### src/rtl/seven_seg_capture_if.sv
// Seven-segment capture bus.
// Groups the multiplexed display lines seen by the capture block together with
// the digits and status it recovers from them.
//   an          : digit enables, active-low (driven by the display side)
//   seg         : segment lines {g..a}, active-low (driven by the display side)
//   hex         : recovered digits, digit i in hex[4i+3:4i]
//   digit_valid : digit i holds a legally decoded value
//   err         : last accepted pattern on digit i was not a legal glyph
//   frame_done  : one-cycle pulse when all four digits were freshly accepted
// master = display/driver side, slave = capture block.
interface seven_seg_capture_if;
  logic [3:0]  an;
  logic [6:0]  seg;
  logic [15:0] hex;
  logic [3:0]  digit_valid;
  logic [3:0]  err;
  logic        frame_done;

  modport master (
    output an, seg,
    input  hex, digit_valid, err, frame_done
  );

  modport slave (
    input  an, seg,
    output hex, digit_valid, err, frame_done
  );
endinterface

### src/rtl/seven_seg_capture.sv
// Seven-segment display capture.
// Snoops a multiplexed, active-low 4-digit seven-segment display and recovers
// the hexadecimal digits being shown.
// Ports:
//   clk   : system clock, rising edge
//   reset : synchronous, active-high
//   bus   : seven_seg_capture_if.slave (an/seg in, hex/digit_valid/err/frame_done out)
// Parameter:
//   STABLE_CYCLES : identical synchronized samples needed to accept a digit (2..15)
module seven_seg_capture #(
  parameter int unsigned STABLE_CYCLES = 4
) (
  input  logic                clk,
  input  logic                reset,
  seven_seg_capture_if.slave  bus
);

  localparam logic [3:0] CNT_MAX = 4'(STABLE_CYCLES);

  typedef enum logic [1:0] {IDLE, TRACK, LOCKED} state_t;

  // {legal, nibble} for an active-low segment pattern.
  function automatic logic [4:0] decode_glyph(input logic [6:0] seg_n);
    logic [6:0] pat;
    logic [4:0] r;
    pat = ~seg_n;
    case (pat)
      7'h3F:   r = 5'h10;
      7'h06:   r = 5'h11;
      7'h5B:   r = 5'h12;
      7'h4F:   r = 5'h13;
      7'h66:   r = 5'h14;
      7'h6D:   r = 5'h15;
      7'h7D:   r = 5'h16;
      7'h07:   r = 5'h17;
      7'h7F:   r = 5'h18;
      7'h6F:   r = 5'h19;
      7'h77:   r = 5'h1A;
      7'h7C:   r = 5'h1B;
      7'h39:   r = 5'h1C;
      7'h5E:   r = 5'h1D;
      7'h79:   r = 5'h1E;
      7'h71:   r = 5'h1F;
      default: r = 5'h00;
    endcase
    return r;
  endfunction

  // {exactly-one-enable-low, digit index}.
  function automatic logic [2:0] digit_info(input logic [3:0] an_n);
    logic [2:0] r;
    case (an_n)
      4'b1110: r = 3'b100;
      4'b1101: r = 3'b101;
      4'b1011: r = 3'b110;
      4'b0111: r = 3'b111;
      default: r = 3'b000;
    endcase
    return r;
  endfunction

  logic [3:0]  an_s1_q, an_s1_d, an_s2_q, an_s2_d;
  logic [6:0]  seg_s1_q, seg_s1_d, seg_s2_q, seg_s2_d;
  state_t      state_q, state_d;
  logic [3:0]  count_q, count_d;
  logic [3:0]  an_st_q, an_st_d;
  logic [6:0]  seg_st_q, seg_st_d;
  logic        acc_q, acc_d;
  logic [1:0]  acc_idx_q, acc_idx_d;
  logic [4:0]  acc_code_q, acc_code_d;
  logic [15:0] hex_q, hex_d;
  logic [3:0]  dv_q, dv_d;
  logic [3:0]  err_q, err_d;
  logic [3:0]  seen_q, seen_d;
  logic        fd_q, fd_d;

  logic [2:0]  an_info;
  logic        same_pair;

  // Stage 1/2: two-flop synchronizer on the display lines.
  always_comb begin
    an_s1_d  = bus.an;
    seg_s1_d = bus.seg;
    an_s2_d  = an_s1_q;
    seg_s2_d = seg_s1_q;
  end

  // Stage 3: stability tracking FSM on synchronized samples.
  always_comb begin
    an_info   = digit_info(an_s2_q);
    same_pair = (an_s2_q == an_st_q) && (seg_s2_q == seg_st_q);

    state_d    = state_q;
    count_d    = count_q;
    an_st_d    = an_st_q;
    seg_st_d   = seg_st_q;
    acc_d      = 1'b0;
    acc_idx_d  = acc_idx_q;
    acc_code_d = acc_code_q;

    if (!an_info[2]) begin
      state_d = IDLE;
      count_d = 4'd0;
    end else begin
      case (state_q)
        IDLE: begin
          state_d  = TRACK;
          count_d  = 4'd1;
          an_st_d  = an_s2_q;
          seg_st_d = seg_s2_q;
        end
        TRACK: begin
          if (same_pair) begin
            count_d = (count_q >= CNT_MAX) ? CNT_MAX : count_q + 4'd1;
            if (count_d == CNT_MAX) begin
              state_d    = LOCKED;
              acc_d      = 1'b1;
              acc_idx_d  = an_info[1:0];
              acc_code_d = decode_glyph(seg_s2_q);
            end
          end else begin
            count_d  = 4'd1;
            an_st_d  = an_s2_q;
            seg_st_d = seg_s2_q;
          end
        end
        LOCKED: begin
          if (!same_pair) begin
            state_d  = TRACK;
            count_d  = 4'd1;
            an_st_d  = an_s2_q;
            seg_st_d = seg_s2_q;
          end
        end
        default: begin
          state_d = IDLE;
          count_d = 4'd0;
        end
      endcase
    end
  end

  // Stage 4: commit accepted digit to outputs and frame tracking.
  always_comb begin
    hex_d  = hex_q;
    dv_d   = dv_q;
    err_d  = err_q;
    seen_d = seen_q;
    fd_d   = 1'b0;
    if (acc_q) begin
      if (acc_code_q[4]) begin
        hex_d[{acc_idx_q, 2'b00} +: 4] = acc_code_q[3:0];
        dv_d[acc_idx_q]                = 1'b1;
        err_d[acc_idx_q]               = 1'b0;
      end else begin
        dv_d[acc_idx_q]  = 1'b0;
        err_d[acc_idx_q] = 1'b1;
      end
      seen_d = seen_q | (4'b0001 << acc_idx_q);
      // Completing the frame restarts collection on the same edge.
      if (seen_d == 4'hF) begin
        seen_d = 4'h0;
        fd_d   = 1'b1;
      end
    end
  end

  always_ff @(posedge clk) begin
    if (reset) begin
      an_s1_q    <= 4'hF;
      an_s2_q    <= 4'hF;
      seg_s1_q   <= 7'h7F;
      seg_s2_q   <= 7'h7F;
      state_q    <= IDLE;
      count_q    <= 4'd0;
      an_st_q    <= 4'hF;
      seg_st_q   <= 7'h7F;
      acc_q      <= 1'b0;
      acc_idx_q  <= 2'd0;
      acc_code_q <= 5'd0;
      hex_q      <= 16'h0000;
      dv_q       <= 4'h0;
      err_q      <= 4'h0;
      seen_q     <= 4'h0;
      fd_q       <= 1'b0;
    end else begin
      an_s1_q    <= an_s1_d;
      an_s2_q    <= an_s2_d;
      seg_s1_q   <= seg_s1_d;
      seg_s2_q   <= seg_s2_d;
      state_q    <= state_d;
      count_q    <= count_d;
      an_st_q    <= an_st_d;
      seg_st_q   <= seg_st_d;
      acc_q      <= acc_d;
      acc_idx_q  <= acc_idx_d;
      acc_code_q <= acc_code_d;
      hex_q      <= hex_d;
      dv_q       <= dv_d;
      err_q      <= err_d;
      seen_q     <= seen_d;
      fd_q       <= fd_d;
    end
  end

  assign bus.hex         = hex_q;
  assign bus.digit_valid = dv_q;
  assign bus.err         = err_q;
  assign bus.frame_done  = fd_q;

endmodule

### src/flat_wrapper.sv
// flat-port wrapper written by rule: the top's interface ports become plain ports
module seven_seg_capture_flat 
#(
  parameter int unsigned STABLE_CYCLES = 4
)
  (clk, reset, bus_an, bus_seg, bus_hex, bus_digit_valid, bus_err, bus_frame_done);
  seven_seg_capture_if bus_i ();
  input  logic clk;
  input  logic reset;
  input wire logic [$bits(bus_i.an)-1:0] bus_an;
  input wire logic [$bits(bus_i.seg)-1:0] bus_seg;
  output wire logic [$bits(bus_i.hex)-1:0] bus_hex;
  output wire logic [$bits(bus_i.digit_valid)-1:0] bus_digit_valid;
  output wire logic [$bits(bus_i.err)-1:0] bus_err;
  output wire logic [$bits(bus_i.frame_done)-1:0] bus_frame_done;
  assign bus_i.an = bus_an;
  assign bus_i.seg = bus_seg;
  assign bus_hex = bus_i.hex;
  assign bus_digit_valid = bus_i.digit_valid;
  assign bus_err = bus_i.err;
  assign bus_frame_done = bus_i.frame_done;
  seven_seg_capture #(.STABLE_CYCLES(STABLE_CYCLES)) u_core (.clk(clk), .reset(reset), .bus(bus_i));
endmodule
### config.mk
export PLATFORM = sky130hd
export DESIGN_NAME = seven_seg_capture_flat
export DESIGN_NICKNAME = d
export VERILOG_FILES = /design/src/rtl/seven_seg_capture_if.sv /design/src/rtl/seven_seg_capture.sv /design/src/flat_wrapper.sv
export SDC_FILE = /design/constraint.sdc
export NUM_CORES = 1
export LEC_CHECK = 0
export ABC_CLOCK_PERIOD_IN_PS = 1910
export BUFFER_PORTS_ARGS = -buffer_cell sky130_fd_sc_hd__buf_2
export CAP_MARGIN = 15
export CORE_ASPECT_RATIO = 0.5
export CORE_MARGIN = 1
export CORE_UTILIZATION = 45
export DETAILED_ROUTE_END_ITERATION = 10
export PLACE_DENSITY = 0.66
export SETUP_SLACK_MARGIN = 0.15
export SKIP_LAST_GASP = 1
export SYNTH_ARGS = -nofsm -noshare
export SYNTH_HDL_FRONTEND = slang
export SYNTH_SLANG_ARGS = --single-unit
export TNS_END_PERCENT = 10
### constraint.sdc
create_clock -name clk -period 1.91 [get_ports clk]
set_clock_uncertainty 0.15 [all_clocks]
set_input_delay 0.191 -clock clk [delete_from_list [all_inputs] [get_ports clk]]
set_output_delay 0.191 -clock clk [all_outputs]
set_load 0.01 [all_outputs]
# [Word level (Yosys, flattened, before mapping)]
# Index checks and enable logic that the tools add are counted.
[totals] out_inout_bits=25 input_bits=13 reg_bits=76 wordCells=99
[classes] n_mux=22 reduce_logical=12 magnitude_cmp=3 n_shift=3 addsub=2 eq_ne=30 bitwise_logic=11
[op_table] op="$eq 7x7->1 const B" count=12
[op_table] op="$pmux 5 s16" count=1
[op_table] op="$mux 4" count=7
[op_table] op="$bwmux 16" count=1
[op_table] op="$eq 4x4->1 const B" count=4
[op_table] op="$shift 4x6->16 const A" count=1
[op_table] op="$shiftx 4x6->16" count=1
[op_table] op="$eq 7x3->1 const B" count=2
[op_table] op="$eq 7x6->1 const B" count=2
[op_table] op="$pmux 7 s2" count=1
[op_table] op="$or 4x4->4" count=3
[op_table] op="$pmux 3 s4" count=1
[op_table] op="$pmux 4 s3" count=1
[op_table] op="$and 4x4->4" count=2
[op_table] op="$eq 4x3->1 const B" count=2
[op_table] op="$pmux 4 s2" count=1
[op_table] op="$eq 7x7->1" count=1
[op_table] op="$mux 7" count=1
[op_table] op="$not 7->7" count=1
[op_table] op="$mux 2" count=3
[op_table] op="$neg 4->6" count=1
[op_table] op="$pmux 2 s3" count=1
[op_table] op="$reduce_and 3->1" count=2
[op_table] op="$reduce_or 2->1" count=3
[op_table] op="20 further kinds" count=28

# [Depth between registers and ports, before layout]
# Gate-level depths: netlist of run 1.
[logic_depth] depth_word=7 mapped_depth=7 mapped_depth_nobuf=6

# [Least setup slack after synthesis of run 1]
# OpenSTA, ideal clock, no wires.
[synth_timing] path_type="register -> register" startpoint="register u_core.count_q[0]" endpoint="register u_core.state_q[0]" t_required_ns=1.690 setup_slack_ns=-0.161 setup_time_ns=0.070 stages_incl_launch_ff=7 path_buffers=0 synth_period_minus_slack_ns=2.071 arrival_ns=1.851 cell_sequence="dfxtp_1 -> ha_1 -> nand3b_4 -> a2111oi_4 -> a31oi_1 -> or4_1 -> a21boi_1"
[synth_via] elab_chain_len=5 elab_cells_between_ends=6 classes_between="add/sub (1); order compare (1); eq/ne (2); mux (1); reduce/logical (1)"
[synth_lines] element="start: declaration" line_no="seven_seg_capture.sv:65" rtl="logic [3:0] count_q, count_d;"
[synth_lines] element="start signal: assignment" line_no="seven_seg_capture.sv:192" rtl="count_q <= count_d;"
[synth_lines] element="$add 4x1->4 or $ge 4x3->1 (tied branches)" line_no="seven_seg_capture.sv:114" rtl="count_d = (count_q >= CNT_MAX) ? CNT_MAX : count_q + 4'd1;"
[synth_lines] element="$mux 4 *" line_no="seven_seg_capture.sv:114"
[synth_lines] element="$eq 4x3->1 *" line_no="seven_seg_capture.sv:115" rtl="if (count_d == CNT_MAX) begin"
[synth_lines] element="$ne 2x1->1 (no line) *"
[synth_lines] element="$reduce_and 3->1 (no line) *"
[synth_lines] element="end signal: assignment" line_no="seven_seg_capture.sv:191" rtl="state_q <= state_d;"
[synth_lines] element="end: declaration" line_no="seven_seg_capture.sv:64" rtl="state_t state_q, state_d;"
# Every way passes the cells marked *; elsewhere a longest branch is shown, timed or not.
# A chain may end at the register's enable or synchronous reset.

# [Final worst setup path of run 1]
# Ends and elaborated chain as after synthesis.

==> results of run 1 <==
[power groups by stage]
stage                     Sequential (W)  Combinational, W  Clock, W
final                            0.00168          0.000427   0.00153
after detailed placement         0.00171          0.000338         0
after global placement           0.00171          0.000327         0
after CTS                        0.00168          0.000375   0.00156
after global routing             0.00169          0.000465   0.00164
after floorplan                  0.00170          0.000254         0
[layer usage]
metal	track usage [%]	wire (microns)	part of all wire, %
met1	25.7	3710	48
met2	31.9	3490	45
met3	6.20	460	5.9
met4	9.04	116	1.5
met5	0	0	0
[worst paths after layout]
check,end,slack [ps],depth (start not counted)
worst max register to register,u_core.state_q[0]$_SDFFE_PP0P_,-110,6
worst min register to register,u_core.seg_s2_q[4]$_SDFF_PP1_,260,1
worst max-delay path,u_core.state_q[0]$_SDFFE_PP0P_,-110,6
worst min-delay path,u_core.acc_code_q[2]$_SDFFE_PP0P_,90,2
[Yosys cell counts (3+ instances only)]
| library cell | count |
|---|---|
| a211oi_1 | 5 |
| o21ai_0 | 19 |
| and4_1 | 3 |
| nor4b_1 | 3 |
| nand3_1 | 13 |
| dfxtp_1 | 76 |
| a21oi_1 | 21 |
| xor2_1 | 9 |
| nand2_1 | 13 |
| a31oi_1 | 4 |
| o311ai_0 | 11 |
| nor4_1 | 4 |
| nand4b_1 | 4 |
| xnor2_1 | 6 |
| clkbuf_1 | 15 |
| ha_1 | 14 |
| or2_2 | 22 |
| o22ai_1 | 4 |
| a22oi_1 | 17 |
| buf_2 | 8 |
| nor3_1 | 15 |
| o211ai_1 | 5 |
| inv_1 | 18 |
| nor2_1 | 37 |
[metrics by stage]
stage | hold WS (ps) | cell area, sq um | setup WS [ps] | setup TNS [ps]
final | 92.0 | 4370 | -110 | -307
after detailed placement | 225 | 3870 | -132 | -1060
after global routing | 125 | 4370 | -161 | -1740
after global placement | 223 | 3870 | -38.2 | -85.2
after floorplan | 145 | 3470 | -47.2 | -47.2
after CTS | 76.8 | 4290 | -101 | -226
[cells in the final DEF, fill, tap and decap left out, types with 3 or more instances in the layout]
master,n
a211oi_1,5
a21oi_1,21
a22oi_1,17
a31oi_1,3
and4_4,3
buf_2,37
buf_4,28
buf_6,3
clkbuf_16,9
clkinv_2,4
dfxtp_1,70
dfxtp_2,4
dlygate4sd3_1,11
ha_1,13
inv_1,18
nand2_1,13
nand3_1,13
nand4b_1,4
nor2_1,37
nor3_1,14
nor4_1,4
nor4b_1,3
o211ai_1,5
o21ai_0,15
o21ai_2,3
o22ai_1,4
o311ai_0,7
o311ai_1,4
or2_2,22
xnor2_1,5
xor2_1,9
[cell type report]
cell class	count	share of cell area (%)
Sequential cell	76	35.1
Multi-Input combinational cell	259	41.4
Clock inverter	7	0.973
Inverter	18	1.55
Clock buffer	9	5.15
Tap cell	96	2.75
Timing Repair Buffer	81	13.1
[kinds of logic (layout without fill, tap and decap cells)]
| group | count (synthesis) | in the layout | synth area share [%] |
|---|---|---|---|
| fa+ha+maj | 14 | 14 | 5.08 |
| simple gates | 131 | 132 | 21.4 |
| buf+inv | 45 | 115 | 5.62 |
| flops | 76 | 76 | 44.1 |
| compound gates | 96 | 96 | 19.1 |
| xor+xnor | 17 | 17 | 4.75 |
[critical path, cell delays in order, from the launching register on]
cell and delay [ps]:
dfxtp_4 350, ha_4 230, nand3b_4 170, a2111oi_4 340, a31oi_2 140, or4_1 420
a21boi_1 150
[what timing repair did]
action                                 in CTS  in global routing
gates resized for setup                     9                 23
gates cloned                                2                  2
endpoints found under the hold margin      11                  0
pin swaps                                   1                  4
hold buffers                               11                  0
buffers inserted                            0                  2
setup endpoints to repair                  22                 45
==> run_results.csv, run 1 <==
group,metric,value,unit
logic_synthesis,ys_types,49,
setup_path,r2r-start,"u_core.count_q[0]$_SDFFE_PP0P_",
logic_synthesis,syn_inst,379,
layout,final_layout_size_suffix_gt1_share,29.8,%
logic_synthesis,synth_top_area_share,44.1,%
pwr,clkPwrFrac,42.1,%
pwr,pwr-share-comb,11.8,%
logic_synthesis,synth-async-reset-ratio,0,%
logic_synthesis,syn_nets,406,
pwr,p_sw_share,25.4,%
placed_design,dp_hpwl,5.34,mm
pwr,switchingPower,0.000922,W
grt,grt_max_degree,25,
placed_design,dp.cells,513,
layout,fill_cells,605,
layout,num_antenna_cells,0,
setup_path,end_kind,"flip-flop",
route,ant_nets,0,
placed_design,portBuffers,37,
logic_synthesis,ys_warn_count,0,
pwr,p_seq_share,46.2,%
sta,worst_slew_pin_slew,499,ps
clocking,clkLatencyLatePin,340,ps
grt,antenna_found_initial,0,
logic_synthesis,avgSynthCellArea,9.11,sq um
clocking,cts-buffers-inserted,9,
flow_run,drv_cap,0,
die,num_rows,22,
sta,finalHoldViolations,0,
route,drt_iter0_markers,182,
die,ios,38,
clocking,clk_pin_slew_worst_paths,60,ps
die,die_h,63.9,microns
hold_path,worstHoldStart,"reset",
route,post_drt_wl_per_cell,14.2,microns
hold_path,hp-class,"in -> reg",
grt,grt_pass1_wl,12.8,mm
pwr,p_leak,1.81,nW
setup_path,worstSetupPathType,"reg -> reg",
sta,rsz0062_at_grt,"yes",
sta,finalMaxSlewViolations,0,
setup_path,required,2030,ps
layout,finalNonFillerCells,546,
route,drc_errors,0,
grt,grt_pass1_vias,2710,
sta,max_slew_margin,66.6,%
grt,gr-total-overflow,0,
layout,seq_area,1530,sq um
die,fp.dieArea,8040,sq um
pwr,total_power,0.00364,W
clocking,root_buffer,"clkbuf_16",
logic_synthesis,synth-seq-area-share,44.1,%
logic_synthesis,ys_ff_latch,76,
setup_path,crit_start,"u_core.count_q[0]$_SDFFE_PP0P_",
die,initial_core_util,46.8,%
layout,multi_input_area,1810,sq um
setup_path,startpoint_type,"flip-flop",
pwr,powerDensity,832,nW/um^2
route,via_per_inst,5.44,
clocking,clockBufferDepth,2,
die,core,7380,sq um
pwr,internal_power,0.00271,W
layout,area_growth,26.7,%
grt,grt_usage,20.2,%
setup_path,worstPathMaxFanout,2,
die,dieWidth,126,microns
logic_synthesis,yosysTopAreaCell,"dfxtp_1",
logic_synthesis,synth_area_leaders,"dfxtp_1 (44%), ha_1 (5.1%), nor2_1 (4.0%)",
logic_synthesis,synth-edff-count,0,
clocking,cts.sinks,76,
sta,setup_slack,-110,ps
logic_synthesis,synth_ff_type,"dfxtp_1",
layout,fin_util,59.3,%
layout,fin_nets,472,
logic_synthesis,syn_area,3450,sq um
outcome,violations,"negative setup slack",
setup_path,cp.arrival,2140,ps
placed_design,place.gp.congestion,0.793,
route,drt_pass1_iterations,5,
sta,period_minus_slack,2020,ps
sta,setup_viol,9,
clocking,h-tree-depth,3,
route,num_vias,2970,
sta,max_freq,0.495,GHz
route,routed_wl,7.78,mm
outcome,status,"complete, but fails checks",
clocking,cts_tree,"done",
pwr,irDropWorstVdd,0.502,mV
sta,fin_crit_sh,106,%
No activity file was read; power rests on OpenSTA's default activity.
==> run 2, diff against run 1 <==
Settings changed: PLACE_DENSITY 0.66 to 0.67.
==> run_results.csv, run 2 (synthesized netlist as in run 1, its figures left out) <==
group,metric,value,unit
route,post_drt_wl_per_cell,13.7,microns
die,core,7380,sq um
hold_path,hp-class,"in -> reg",
route,drt_pass1_iterations,5,
setup_path,cp_slowest_cell,"or4_1",
die,ios,38,
layout,final_layout_size_suffix_gt1_share,28.6,%
clocking,root_buffer,"clkbuf_16",
setup_path,required,2030,ps
layout,final_cell_mix,"dfxtp_1 (72), nor2_1 (37), buf_2 (37)",
clocking,cts.sinks,76,
route,routed_wl,7.47,mm
clocking,clkLatencyLatePin,330,ps
clocking,cts_tree,"done",
die,num_rows,22,
placed_design,portBuffers,37,
clocking,cts-buffers-inserted,9,
setup_path,crit_chain,"ha_4, nand3b_4, a2111oi_4, a31oi_2, or4_1, a21boi_1",
clocking,clockBufferDepth,2,
die,die_h,63.9,microns
flow_run,drv_cap,0,
outcome,status,"complete, but fails checks",
sta,period_minus_slack,2010,ps
grt,grt_pass1_wl,12.8,mm
setup_path,cp.arrival,2130,ps
sta,max_freq,0.496,GHz
layout,fin_nets,469,
hold_path,min_path_cells,2,
sta,finalMaxSlewViolations,0,
setup_path,worstPathMaxFanout,2,
layout,finalNonFillerCells,543,
layout,area_growth,25.6,%
grt,antenna_found_initial,0,
setup_path,startpoint_type,"flip-flop",
layout,num_antenna_cells,0,
placed_design,place.gp.congestion,0.825,
die,initial_core_util,46.8,%
clocking,clk_pin_slew_worst_paths,60,ps
pwr,powerDensity,869,nW/um^2
pwr,irDropWorstVdd,0.531,mV
sta,setup_slack,-105,ps
clocking,h-tree-depth,3,
sta,setup_viol,2,
route,ant_nets,0,
grt,grt_max_degree,37,
setup_path,worstSetupPathType,"reg -> reg",
placed_design,dp.cells,513,
die,fp.dieArea,8040,sq um
pwr,p_leak,1.79,nW
placed_design,dp_hpwl,5.30,mm
route,via_per_inst,5.36,
placed_design,place_ws,-94.9,ps
layout,final_common_cell,"dfxtp_1",
route,drt_iter0_markers,155,
grt,grt_pass1_vias,2773,
route,num_vias,2911,
setup_path,end_kind,"flip-flop",
die,dieWidth,126,microns
setup_path,reg2reg_depth,6,
sta,finalHoldViolations,0,
route,drc_errors,0,
grt,grt_usage,20.2,%
outcome,violations,"negative setup slack",
grt,gr-total-overflow,0,
sta,worst_slew_pin_slew,471,ps
pwr,total_power,0.00377,W
sta,rsz0062_at_grt,"yes",
sta,fin_crit_sh,105,%
sta,max_slew_margin,68.4,%
setup_path,cpPeakStageDelay,420,ps
run 2: cell count changes in the layout (fill, tap and decap cells not counted), sizes merged:
cell / previous run / this run
clkdlybuf4s15: 1 / 0
buf: 69 / 68
and4: 5 / 4
clkinvlp: 1 / 2
clkinv: 5 / 1
bufinv: 0 / 1
clkbuf: 9 / 11
run 2: cell type report:
class / instances / area [sq um]
clock buffers: 11 / 243
clock inverters: 5 / 60.1
fillers: 612 / 3040
inverters: 18 / 67.6
multi-input cells: 258 / 1780
flip-flops and latches: 76 / 1530
well taps: 96 / 120
repair buffers: 79 / 532
run 2: path summary, 6_finish.rpt:
path | slack [ps] | start | to
worst min-delay path | 240 | reset | u_core.seg_s2_q[3]$_SDFF_PP1_
worst max-delay path | -100 | u_core.count_q[0]$_SDFFE_PP0P_ | u_core.state_q[0]$_SDFFE_PP0P_
worst max register to register | -100 | u_core.count_q[0]$_SDFFE_PP0P_ | u_core.state_q[0]$_SDFFE_PP0P_
worst min register to register | 260 | u_core.seg_s1_q[4]$_SDFF_PP1_ | u_core.seg_s2_q[4]$_SDFF_PP1_
run 2: through the flow:
step | utilization, % | hold WS [ps] | area, sq um | setup TNS (ps)
after floorplan | - | 145 | 3470 | -47.2
after global placement | 52.4 | 223 | 3860 | -39.5
after detailed placement | 52.4 | 226 | 3860 | -666
after CTS | 58.4 | 244 | 4310 | -115
after global routing | 58.8 | 277 | 4330 | -1340
final | 58.8 | 236 | 4330 | -117
run 2: power by group:
part | leakage, nW | total [W] | internal (W) | switching (W)
Clock | 0.142 | 0.00170 | 0.00105 | 0.000651
Combinational | 1.02 | 0.000390 | 0.000181 | 0.000209
Sequential | 0.621 | 0.00168 | 0.00164 | 0.0000372
run 2: per-layer routing:
| metal | vias up | global-route usage, % | wire length [microns] |
|---|---|---|---|
| met5 | - | 0 | 0 |
| met4 | 0 | 7.53 | 76 |
| met3 | 9 | 6.70 | 363 |
| met2 | 71 | 32.6 | 3320 |
| met1 | 1347 | 25.3 | 3700 |
| li1 | 1484 | - | - |
run 2: worst max-delay path: cells and delay by family (launching register included):
kind                     cells  cell delay, ps
AO/OA/AOI/OAI                3             630
adder cells (fa/ha/maj)      1             230
AND/OR/NAND/NOR              2             580
flip-flops                   1             350
run 2: repair_timing:
item                       4_1_cts  5_1_grt
resized for setup               15        8
cloned                           2        0
hold buffers                    11        0
hold endpoints to repair        11        0
setup endpoints to repair       26       45
pin swaps                        1        2
setup buffers                    0        1
==> run 3, diff against run 2 <==
Settings changed: MAX_ROUTING_LAYER set to met4.
==> run_results.csv, run 3 (synthesized netlist as in run 1, its figures left out) <==
group,metric,value,unit
outcome,status,"complete, but fails checks",
outcome,violations,"negative setup slack",
placed_design,place.gp.congestion,0.816,
hold_path,hp-class,"in -> reg",
route,via_per_inst,5.53,
placed_design,dp_hpwl,5.40,mm
layout,fin_util,59.6,%
die,core,7380,sq um
pwr,p_sw_share,23.2,%
pwr,pwr-share-comb,11.6,%
pwr,total_power,0.00373,W
sta,max_slew_margin,66.9,%
pwr,switchingPower,0.000864,W
layout,fin_nets,475,
setup_path,required,2020,ps
pwr,p_leak,1.83,nW
layout,final_layout_size_suffix_gt1_share,29.8,%
placed_design,portBuffers,37,
layout,final_cell_mix,"dfxtp_1 (70), nor2_1 (37), buf_2 (37)",
pwr,clkPwrFrac,43.3,%
clocking,clk_pin_slew_worst_paths,50,ps
layout,area_growth,27.5,%
setup_path,worstPathMaxFanout,2,
sta,setup_slack,-105,ps
die,die_h,63.9,microns
setup_path,cpPeakStageDelay,420,ps
route,ant_nets,0,
pwr,powerDensity,848,nW/um^2
setup_path,cpLargestDelayFamily,"compound AO/OA/AOI/OAI gates",
setup_path,startpoint_type,"flip-flop",
hold_path,min_path_cells,2,
die,initial_core_util,46.8,%
clocking,root_buffer,"clkbuf_16",
setup_path,end_kind,"flip-flop",
route,num_vias,3021,
grt,grt_max_degree,32,
sta,setup_viol,4,
grt,grt_pass1_wl,13.1,mm
layout,num_antenna_cells,0,
setup_path,cp.arrival,2130,ps
sta,finalMaxSlewViolations,0,
sta,period_minus_slack,2010,ps
clocking,cts.sinks,76,
clocking,h-tree-depth,3,
setup_path,cp_slowest_cell,"or4_1",
grt,antenna_found_initial,0,
sta,finalHoldViolations,0,
sta,rsz0062_at_grt,"yes",
route,post_drt_wl_per_cell,14.4,microns
clocking,clockBufferDepth,2,
grt,gr-total-overflow,0,
setup_path,reg2reg_depth,6,
clocking,cts-buffers-inserted,9,
pwr,internal_power,0.00287,W
setup_path,crit_start,"u_core.count_q[0]$_SDFFE_PP0P_",
setup_path,crit_chain,"ha_4, nand3b_4, a2111oi_4, a31oi_2, or4_1, a21boi_1",
sta,max_freq,0.496,GHz
grt,grt_usage,21.4,%
setup_path,crit_buf_inv,0,
pwr,irDropWorstVdd,0.507,mV
sta,worst_slew_pin_slew,494,ps
route,routed_wl,7.88,mm
grt,grt_pass1_vias,2754,
route,drc_errors,0,
die,ios,38,
clocking,clkLatencyLatePin,330,ps
die,dieWidth,126,microns
hold_path,worstHoldStart,"reset",
route,drt_iter0_markers,169,
die,num_rows,22,
layout,fill_cells,620,
setup_path,cp.depth,6,
pwr,p_seq_share,45.0,%
flow_run,drv_cap,0,
route,drt_pass1_iterations,5,
sta,fin_crit_sh,105,%
setup_path,r2r-start,"u_core.count_q[0]$_SDFFE_PP0P_",
clocking,cts_tree,"done",
layout,final_common_cell,"dfxtp_1",
die,fp.dieArea,8040,sq um
setup_path,worstSetupPathType,"reg -> reg",
-- run 3: cell types whose count changed in the layout (fill, tap and decap cells not counted), sizes merged --
cell / change
buf: +4
inv: -1
clkbuf: -1
clkinvlp: -2
and4: +1
clkinv: +1
clkdlybuf4s15: +1
-- run 3: final cells by class --
class | count | area, sq um | area share [%]
Clock inverter | 3 | 40.0 | 0.910
Sequential cell | 76 | 1530 | 34.9
Timing Repair Buffer | 84 | 584 | 13.3
Inverter | 18 | 67.6 | 1.54
Tap cell | 96 | 120 | 2.73
Clock buffer | 10 | 239 | 5.43
Multi-Input combinational cell | 259 | 1810 | 41.2
-- run 3: path summary, 6_finish.rpt --
check / to / slack (ps)
worst max-delay path: u_core.state_q[0]$_SDFFE_PP0P_ / -100
worst min-delay path: u_core.acc_code_q[2]$_SDFFE_PP0P_ / 190
worst max register to register: u_core.state_q[0]$_SDFFE_PP0P_ / -100
worst min register to register: u_core.an_s2_q[2]$_SDFF_PP1_ / 260
-- run 3: metal layers --
| metal | wire length (microns) | share of wire [%] | GRT usage [%] |
|---|---|---|---|
| met5 | 0 | 0 | - |
| met4 | 139 | 1.8 | 7.68 |
| met3 | 359 | 4.6 | 8.12 |
| met2 | 3550 | 45 | 32.8 |
| met1 | 3830 | 49 | 25.9 |
-- run 3: repair_timing --
action                                 4_1_cts  5_1_grt
pin swaps                                    1        4
gates resized for setup                     10       23
hold buffers                                11        0
setup endpoints to repair                   24       45
buffers inserted                             0        4
gates cloned                                 2        2
endpoints found under the hold margin       11        0
-- run 3: power groups by stage --
| stage | registers (W) | clock network [W] | logic [W] |
|---|---|---|---|
| finish | 0.00168 | 0.00162 | 0.000434 |
| global route | 0.00168 | 0.00173 | 0.000472 |
| CTS | 0.00168 | 0.00167 | 0.000374 |
| detailed placement | 0.00171 | 0 | 0.000338 |
| global placement | 0.00171 | 0 | 0.000328 |
| floorplan | 0.00170 | 0 | 0.000254 |
-- run 3: stage by stage --
step	hold WS [ps]	cells	area, sq um	worst slack (ps)	TNS [ps]
final	187	546	4400	-105	-172
after detailed placement	226	514	3870	-108	-670
after global routing	212	546	4400	-160	-1710
after CTS	172	540	4290	-107	-179
after floorplan	145	379	3470	-47.2	-47.2
after global placement	224	514	3870	-43.5	-43.5
